**src/rtl/txform_pkg.sv**
```systemverilog
// Shared definitions for the text-transform line writer and its read side:
// default sizes, the 20-bit pointer-table entry layout and the writer state encoding.
package txform_pkg;

    localparam int MEM_AW    = 10;
    localparam int LINE_W    = 8;
    localparam int CHAR_W    = 8;
    localparam int PAIR_W    = 2 * CHAR_W;
    localparam int FIELD_W   = 10;
    localparam int START_LSB = 0;
    localparam int LEN_LSB   = 10;
    localparam int PTR_W     = 20;

    typedef enum logic [1:0] {
        IDLE   = 2'd0,
        STREAM = 2'd1,
        COMMIT = 2'd2
    } state_t;

    function automatic logic [PTR_W-1:0] pack_ptr(
        input logic [FIELD_W-1:0] len,
        input logic [FIELD_W-1:0] start
    );
        logic [PTR_W-1:0] entry;
        entry = '0;
        entry[LEN_LSB +: FIELD_W]   = len;
        entry[START_LSB +: FIELD_W] = start;
        return entry;
    endfunction

    function automatic logic [FIELD_W-1:0] ptr_len(input logic [PTR_W-1:0] entry);
        return entry[LEN_LSB +: FIELD_W];
    endfunction

    function automatic logic [FIELD_W-1:0] ptr_start(input logic [PTR_W-1:0] entry);
        return entry[START_LSB +: FIELD_W];
    endfunction

endpackage

```
**src/rtl/line_writer.sv**
```systemverilog
// Streams character pairs of one line into character memory, then commits {len, start} to the pointer table.
// Optional build macro LINE_WRITER_STATS_EN adds a wrapping line_count output.
module line_writer #(
    parameter int MEM_AW = txform_pkg::MEM_AW,
    parameter int LINE_W = txform_pkg::LINE_W
) (
    input  logic                          clk,
    input  logic                          rst_n,
    input  logic                          clear,
    input  logic                          line_begin,
    input  logic [LINE_W-1:0]             line_idx,
    input  logic                          ch_valid,
    output logic                          ch_ready,
    input  logic [txform_pkg::CHAR_W-1:0] lhs,
    input  logic [txform_pkg::CHAR_W-1:0] rhs,
    input  logic                          line_end,
    output logic                          mem_we,
    output logic [MEM_AW-1:0]             mem_addr,
    output logic [txform_pkg::PAIR_W-1:0] mem_din,
    output logic                          ptr_we,
    output logic [LINE_W-1:0]             ptr_idx,
    output logic [txform_pkg::PTR_W-1:0]  ptr_din,
    output logic                          busy,
    output logic                          overflow
`ifdef LINE_WRITER_STATS_EN
    ,
    output logic [LINE_W-1:0]             line_count
`endif
);
    import txform_pkg::*;

    localparam int PW = MEM_AW + 1;

    state_t              r_state;
    logic [PW-1:0]       r_free_ptr;
    logic [MEM_AW-1:0]   r_start;
    logic [PW-1:0]       r_len;
    logic [LINE_W-1:0]   r_idx;
    logic                r_mem_we;
    logic [MEM_AW-1:0]   r_mem_addr;
    logic [PAIR_W-1:0]   r_mem_din;
    logic                r_ptr_we;
    logic [LINE_W-1:0]   r_ptr_idx;
    logic [PTR_W-1:0]    r_ptr_din;
    logic                r_overflow;
`ifdef LINE_WRITER_STATS_EN
    logic [LINE_W-1:0]   r_line_count;
`endif

    logic                w_full;
    logic                w_ready;
    logic                w_accept;
    logic [PW-1:0]       w_len_next;
    logic [FIELD_W-1:0]  w_len_field;
    logic [FIELD_W-1:0]  w_start_field;

    // The pointer carries one extra bit so "full" is its MSB and it never wraps back onto live data.
    assign w_full        = r_free_ptr[MEM_AW];
    assign w_ready       = (r_state == STREAM) && !w_full;
    assign w_accept      = ch_valid && w_ready;
    assign w_len_next    = r_len + PW'(w_accept);
    assign w_len_field   = FIELD_W'(w_len_next);
    assign w_start_field = FIELD_W'(r_start);

    always_ff @(posedge clk or negedge rst_n) begin
        if (!rst_n) begin
            r_state      <= IDLE;
            r_free_ptr   <= '0;
            r_start      <= '0;
            r_len        <= '0;
            r_idx        <= '0;
            r_mem_we     <= 1'b0;
            r_mem_addr   <= '0;
            r_mem_din    <= '0;
            r_ptr_we     <= 1'b0;
            r_ptr_idx    <= '0;
            r_ptr_din    <= '0;
            r_overflow   <= 1'b0;
`ifdef LINE_WRITER_STATS_EN
            r_line_count <= '0;
`endif
        end else begin
            r_mem_we <= 1'b0;
            r_ptr_we <= 1'b0;

            if (w_accept) begin
                r_mem_we   <= 1'b1;
                r_mem_addr <= r_free_ptr[MEM_AW-1:0];
                r_mem_din  <= {lhs, rhs};
                r_free_ptr <= r_free_ptr + PW'(1);
            end

            case (r_state)
                IDLE: begin
                    if (clear) begin
                        r_free_ptr   <= '0;
                        r_overflow   <= 1'b0;
`ifdef LINE_WRITER_STATS_EN
                        r_line_count <= '0;
`endif
                    end
                    if (line_begin) begin
                        r_state <= STREAM;
                        r_idx   <= line_idx;
                        r_start <= clear ? '0 : r_free_ptr[MEM_AW-1:0];
                        r_len   <= '0;
                    end
                end

                STREAM: begin
                    if (ch_valid && w_full) begin
                        r_overflow <= 1'b1;
                    end
                    r_len <= w_len_next;
                    // A pair accepted alongside line_end is already folded into w_len_next.
                    if (line_end) begin
                        r_state   <= COMMIT;
                        r_ptr_we  <= 1'b1;
                        r_ptr_idx <= r_idx;
                        r_ptr_din <= pack_ptr(w_len_field, w_start_field);
                    end
                end

                COMMIT: begin
                    r_state      <= IDLE;
`ifdef LINE_WRITER_STATS_EN
                    r_line_count <= r_line_count + LINE_W'(1);
`endif
                end

                default: begin
                    r_state <= IDLE;
                end
            endcase
        end
    end

    assign ch_ready   = w_ready;
    assign mem_we     = r_mem_we;
    assign mem_addr   = r_mem_addr;
    assign mem_din    = r_mem_din;
    assign ptr_we     = r_ptr_we;
    assign ptr_idx    = r_ptr_idx;
    assign ptr_din    = r_ptr_din;
    assign busy       = (r_state != IDLE);
    assign overflow   = r_overflow;
`ifdef LINE_WRITER_STATS_EN
    assign line_count = r_line_count;
`endif

endmodule

```
**config.mk**
```make
export PLATFORM = sky130hd
export DESIGN_NAME = line_writer
export DESIGN_NICKNAME = d
export VERILOG_FILES = /design/src/rtl/txform_pkg.sv /design/src/rtl/line_writer.sv
export SDC_FILE = /design/constraint.sdc
export NUM_CORES = 1
export LEC_CHECK = 0
export CAP_MARGIN = 20
export CORE_UTILIZATION = 61
export CTS_CLUSTER_SIZE = 24
export DETAILED_ROUTE_END_ITERATION = 12
export DONT_BUFFER_PORTS = 1
export GPL_ROUTABILITY_DRIVEN = 0
export HOLD_SLACK_MARGIN = 0.03
export PLACE_DENSITY_LB_ADDON = 0.3
export SLEW_MARGIN = 20
export SYNTH_ARGS = -nofsm -noshare
export SYNTH_HDL_FRONTEND = slang
export SYNTH_SLANG_ARGS = --single-unit
```
**constraint.sdc**
```tcl
create_clock -name clk -period 4.42 [get_ports clk]
set_input_delay 0.884 -clock clk [delete_from_list [all_inputs] [get_ports clk]]
set_output_delay 0.884 -clock clk [all_outputs]
set_load 0.01 [all_outputs]
```
==> results.yml, run 1 <==
clock_tree:
  clkLatencyLatePin_ps: 350
  cts_buffers: 9
  cts_buffer_depth: 2
  htreeDepth: 3
  cts.sinks: 98
  ctsResizeCount: 0
  tritoncts: "done"
  post_cts_buffers: 0
  clkSlewWorstSetupHoldPaths_ps: 90
  hold_buffers: 0
  cts-root-buf: "clkbuf_8"
timing:
  tns_ps: 0
  relSlewSlack_pct: 37.5
  finalHoldViolations: 0
  fin_skew_ps: 8.41
  rsz0062_at_grt: "no"
  setup_viol: 0
  slew_viol_final: 0
  period_minus_slack_ps: 3110
  period_share_pct: 70.3
  worst_slew_pin_slew_ps: 938
  max_freq_mhz: 322
place:
  dp_cells: 485
  portBuffers: 0
  dp_hpwl_um: 4910
grt:
  grt_pass1_wl_um: 13100
  grt_usage_pct: 23.3
  grt_start_max_net_pins: 99
  antenna_found_initial: 0
  grt_pass1_vias: 2864
  grt.overflow.total: 0
floorplan:
  die_area_mm2: 0.00711
  core_mm2: 0.00646
  initial_core_util_pct: 64.0
  die_x_um: 84.3
  die_height_um: 84.3
  io_pins: 89
  rows: 29
worst_hold_path:
  hp-class: "in -> async"
detailed_routing:
  avgRoutedWirePerCell_um: 15.0
  antenna_left: 0
  drc: 3
  drt_iter0_drc: 171
  dr.pass1.iters: 8
  via_per_inst: 5.72
  wl_um: 7540
  vias: 2872
logic_synthesis:
  syn-num-nets: 461
  ys_seq_area_share_pct: 59.3
  synth_seq_cells: 98
  synth_edf_count: 0
  ys_async_sr_fraction_pct: 100
  synthCells: 428
  ys_types: 40
  syn_avg_cell_area_um2: 9.66
  yosys_warnings: 0
  ys.flop_type: "dfrtp_1"
  netlist_area_mm2: 0.00414
setup_path:
  end_kind: "flop"
  startpoint_type: "flop"
  slowest_stage: "dfrtp_1"
  cp_top_family: "simple AND/OR/NAND/NOR gates"
  path_cells: "nand4bb_1 -> buf_4 -> inv_2 -> ha_1 -> nand4_1 -> or3_1 -> o311ai_0"
  crit_buf_inv: 2
  critPathKind: "reg -> reg"
  cp.arrival_ps: 3330
  max_stage_delay_ps: 690
  path_max_fanout: 43
  worstPathRequired_ps: 4650
power_and_ir_drop:
  ir_drop_uv: 290
  leakage_nw: 2.09
  p_per_area_mw_per_mm2: 465
run_status:
  violations: "design-rule violations"
  status: "finished with violations"
flow_run:
  maxCapViolations: 0
finish:
  finalNonFillerCells: 502
  diodes: 0
  final_cell_mix: "171 x nand2_1, 98 x dfrtp_1, 20 x o21ai_0"
  final_common_cell: "nand2_1"
  syn2layout_area_growth_pct: 5.08
  layout-drive-gt1-share_pct: 7.76
  nets: 453
## final timing paths
check | startpoint | endpoint | slack [ps] | cells after the start
min in group clk | r_idx[7] | ptr_idx[7] | 470 | 2
hold / removal | rst_n | ptr_din[18] | 220 | 0
setup reg to reg | r_state[0] | r_len[9] | 1310 | 7
max in group asynchronous | rst_n | mem_din[13] | 4090 | 0
setup / recovery | r_state[0] | r_len[9] | 1310 | 7
hold reg to reg | r_idx[7] | ptr_idx[7] | 470 | 2
## metal layers
layer / global-route usage, % / vias up / part of all wire, %
met4: 9.40 / 0 / 1.1
met1: 31.3 / 1344 / 45
met2: 36.1 / 106 / 46
met5: 0 / - / 0
met3: 6.69 / 8 / 8.2
li1: - / 1414 / -
## synthesized netlist by cell type (all sizes together) (2+ instances only)
cell,n,area share (%)
nand2,171,16
or3b,2,0.42
nand2b,3,0.45
o211ai,2,0.36
or4,7,1.3
o311ai,7,1.5
a31oi,5,0.76
clkbuf,4,0.36
nand3,7,0.97
inv,9,0.82
o21ai,20,2.4
or3,7,1.1
buf,17,2.1
nor2b,2,0.30
ha,3,0.91
o31ai,8,1.5
mux2i,4,0.97
nand4,5,0.91
a21oi,6,0.73
xnor2,3,0.64
dfrtp,98,59
a22o,5,1.1
nor2,13,1.2
mux2,10,2.7
## metrics by stage
| step | worst slack [ps] | util (%) | hold WS [ps] | area [um2] | power [W] |
|---|---|---|---|---|---|
| 3_5_place_dp | 1180 | 64.1 | 451 | 4140 | 0.00148 |
| 2_1_floorplan | 1520 | - | 433 | 4140 | 0.00141 |
| 6_report | 1310 | 67.3 | 218 | 4350 | 0.00202 |
| 3_3_place_gp | 1280 | 64.1 | 439 | 4140 | 0.00146 |
| 5_1_grt | 1080 | 67.3 | 192 | 4350 | 0.00214 |
| 4_1_cts | 1330 | 67.1 | 199 | 4340 | 0.00204 |
## state kept, by name, indices dropped and copies added, names as in the netlist, 2 cells and up
name and count:
r_len 10, ptr_din 20, r_state 2, r_free_ptr 11, r_start 10, mem_din 16, mem_addr 10, r_idx 8
ptr_idx 8
## cell type report
class                           instances  area, um2
Clock inverter                          6       67.6
Clock buffer                           10        128
Inverter                               10       37.5
Tap cell                               77       96.3
Multi-Input combinational cell        299       1550
Sequential cell                        98       2450
Timing Repair Buffer                    2       18.8
Fill cell                             522       2110
## kinds of logic after synthesis
family	share of synthesized area, %
mux	3.69
flops	59.3
compound gates	8.44
fa+ha+maj	0.908
simple gates	23.5
buf+inv	3.33
xor+xnor	0.847
## power by group
| group | internal (W) | switching (W) | total [W] |
|---|---|---|---|
| Combinational | 0.0000945 | 0.000138 | 0.000233 |
| Clock | 0.000263 | 0.000296 | 0.000559 |
| Sequential | 0.00105 | 0.000181 | 0.00123 |
| Total | 0.00141 | 0.000616 | 0.00202 |
Power figures use the tool's default switching activity.
==> run 2, diff against run 1 <==
==> constraint.sdc (replaced) <==
create_clock -name clk -period 3.1 [get_ports clk]
set_input_delay 0.62 -clock clk [delete_from_list [all_inputs] [get_ports clk]]
set_output_delay 0.62 -clock clk [all_outputs]
set_load 0.01 [all_outputs]
==> results.yml, run 2 (synthesized netlist as in run 1, its figures left out) <==
run_status:
  status: "finished with violations"
  violations: "design-rule violations"
clock_tree:
  cts_buffer_depth: 2
  tritoncts: "done"
  ctsResizeCount: 0
  cts_buffers: 9
  cts-root-buf: "clkbuf_8"
  htreeDepth: 3
  clkSlewWorstSetupHoldPaths_ps: 90
  hold_buffers: 1
  cts.sinks: 98
  post_cts_buffers: 0
  clkLatencyLatePin_ps: 350
detailed_routing:
  via_per_inst: 5.69
  drt_iter0_drc: 199
  antenna_left: 0
  dr.pass1.iters: 10
  wl_um: 7530
  avgRoutedWirePerCell_um: 15.0
  vias: 2861
  drc: 3
finish:
  nFillCells: 526
  layout-drive-gt1-share_pct: 7.98
  syn2layout_area_growth_pct: 5.47
  largest_reg_flops: 20
  final_common_cell: "nand2_1"
  final_cell_mix: "171 x nand2_1, 98 x dfrtp_1, 20 x o21ai_0"
  multiInputGateArea_mm2: 0.00155
  diodes: 0
  nets: 456
  design_area_mm2: 0.00436
  seqCellArea_mm2: 0.00245
flow_run:
  maxCapViolations: 0
grt:
  grt_pass1_wl_um: 13000
  gr-usage-met2_pct: 38.2
  top_usage_layer: "met2"
  grt_usage_pct: 23.5
  grt_pass1_vias: 2871
  grt_start_max_net_pins: 99
  grt.overflow.total: 0
  met1_usage_pct: 30.4
  antenna_found_initial: 0
  gr-usage-met3_pct: 6.49
setup_path:
  startpoint_type: "flop"
  reg2reg_to: "ptr_din[18]"
  startpoint: "r_state[1]"
  crit_end: "ptr_din[18]"
  critPathKind: "reg -> reg"
  end_kind: "flop"
  ff2ff_setup_slack_ps: 770
  cp.arrival_ps: 2610
  crit-reg2reg-launch: "r_state[1]"
  rr_worst_depth: 7
  path_max_fanout: 14
  worstPathRequired_ps: 3380
floorplan:
  rows: 29
  die_x_um: 84.3
  initial_core_util_pct: 64.0
  die_area_mm2: 0.00711
  core_mm2: 0.00646
  die_height_um: 84.3
  io_pins: 89
timing:
  period_minus_slack_ps: 2330
  period_share_pct: 75.2
  fin_skew_ps: 6.43
  max_freq_mhz: 429
  hold_ws_ps: 150
  relSlewSlack_pct: 38.2
  finalHoldViolations: 0
  rsz0062_at_grt: "no"
  tns_ps: 0
  worst_slew_pin_slew_ps: 927
  slew_viol_final: 0
  setup_viol: 0
place:
  portBuffers: 0
  dp_hpwl_um: 4920
  dpl-instance-area_mm2: 0.00416
power_and_ir_drop:
  p_per_area_mw_per_mm2: 658
  leakage_nw: 2.12
  ir_drop_uv: 411
worst_hold_path:
  hp-class: "in -> async"
-- run 2: worst min-delay path by stage --
stage	start	end	cells after the start
6_report	rst_n	r_len[4]	1
5_1_grt	rst_n	r_len[8]	1
4_1_cts	rst_n	ptr_din[12]	1
3_5_place_dp	rst_n	ptr_din[16]	0
3_3_place_gp	rst_n	ptr_din[16]	0
2_1_floorplan	rst_n	mem_addr[0]	0
-- run 2: critical path, cell delays in order (launching register included) --
cell and delay, ps:
dfrtp_1 510, nand4bb_1 290, inv_2 100, ha_1 180
ha_1 260, nand3_2 200, or4_1 540, a31oi_1 170
-- run 2: layer usage --
metal | part of all wire, % | vias up
met1 | 46 | 1344
met3 | 7.5 | 9
li1 | - | 1416
met4 | 1.1 | 0
met5 | 0 | -
met2 | 46 | 92
-- run 2: power breakdown --
group / internal, W / leakage, nW / switching, W
clock: 0.000361 / 0.0918 / 0.000397
sequential: 0.00150 / 1.29 / 0.000246
combinational: 0.000141 / 0.730 / 0.000232
-- run 2: layout make-up --
type                            count  area share [%]
Inverter                           10           0.860
Multi-Input combinational cell    299            35.4
Sequential cell                    98            56.2
Tap cell                           77            2.21
Timing Repair Buffer                5            1.32
Clock buffer                       10            2.93
Clock inverter                      4            1.03
-- run 2: metrics by stage --
stage	utilization [%]	total power, W	instances	setup WS, ps
floorplan	-	0.00201	428	468
global placement	64.5	0.00210	488	912
detailed placement	64.5	0.00212	488	798
CTS	67.6	0.00290	503	785
global route	67.6	0.00304	503	586
finish	67.6	0.00287	503	769
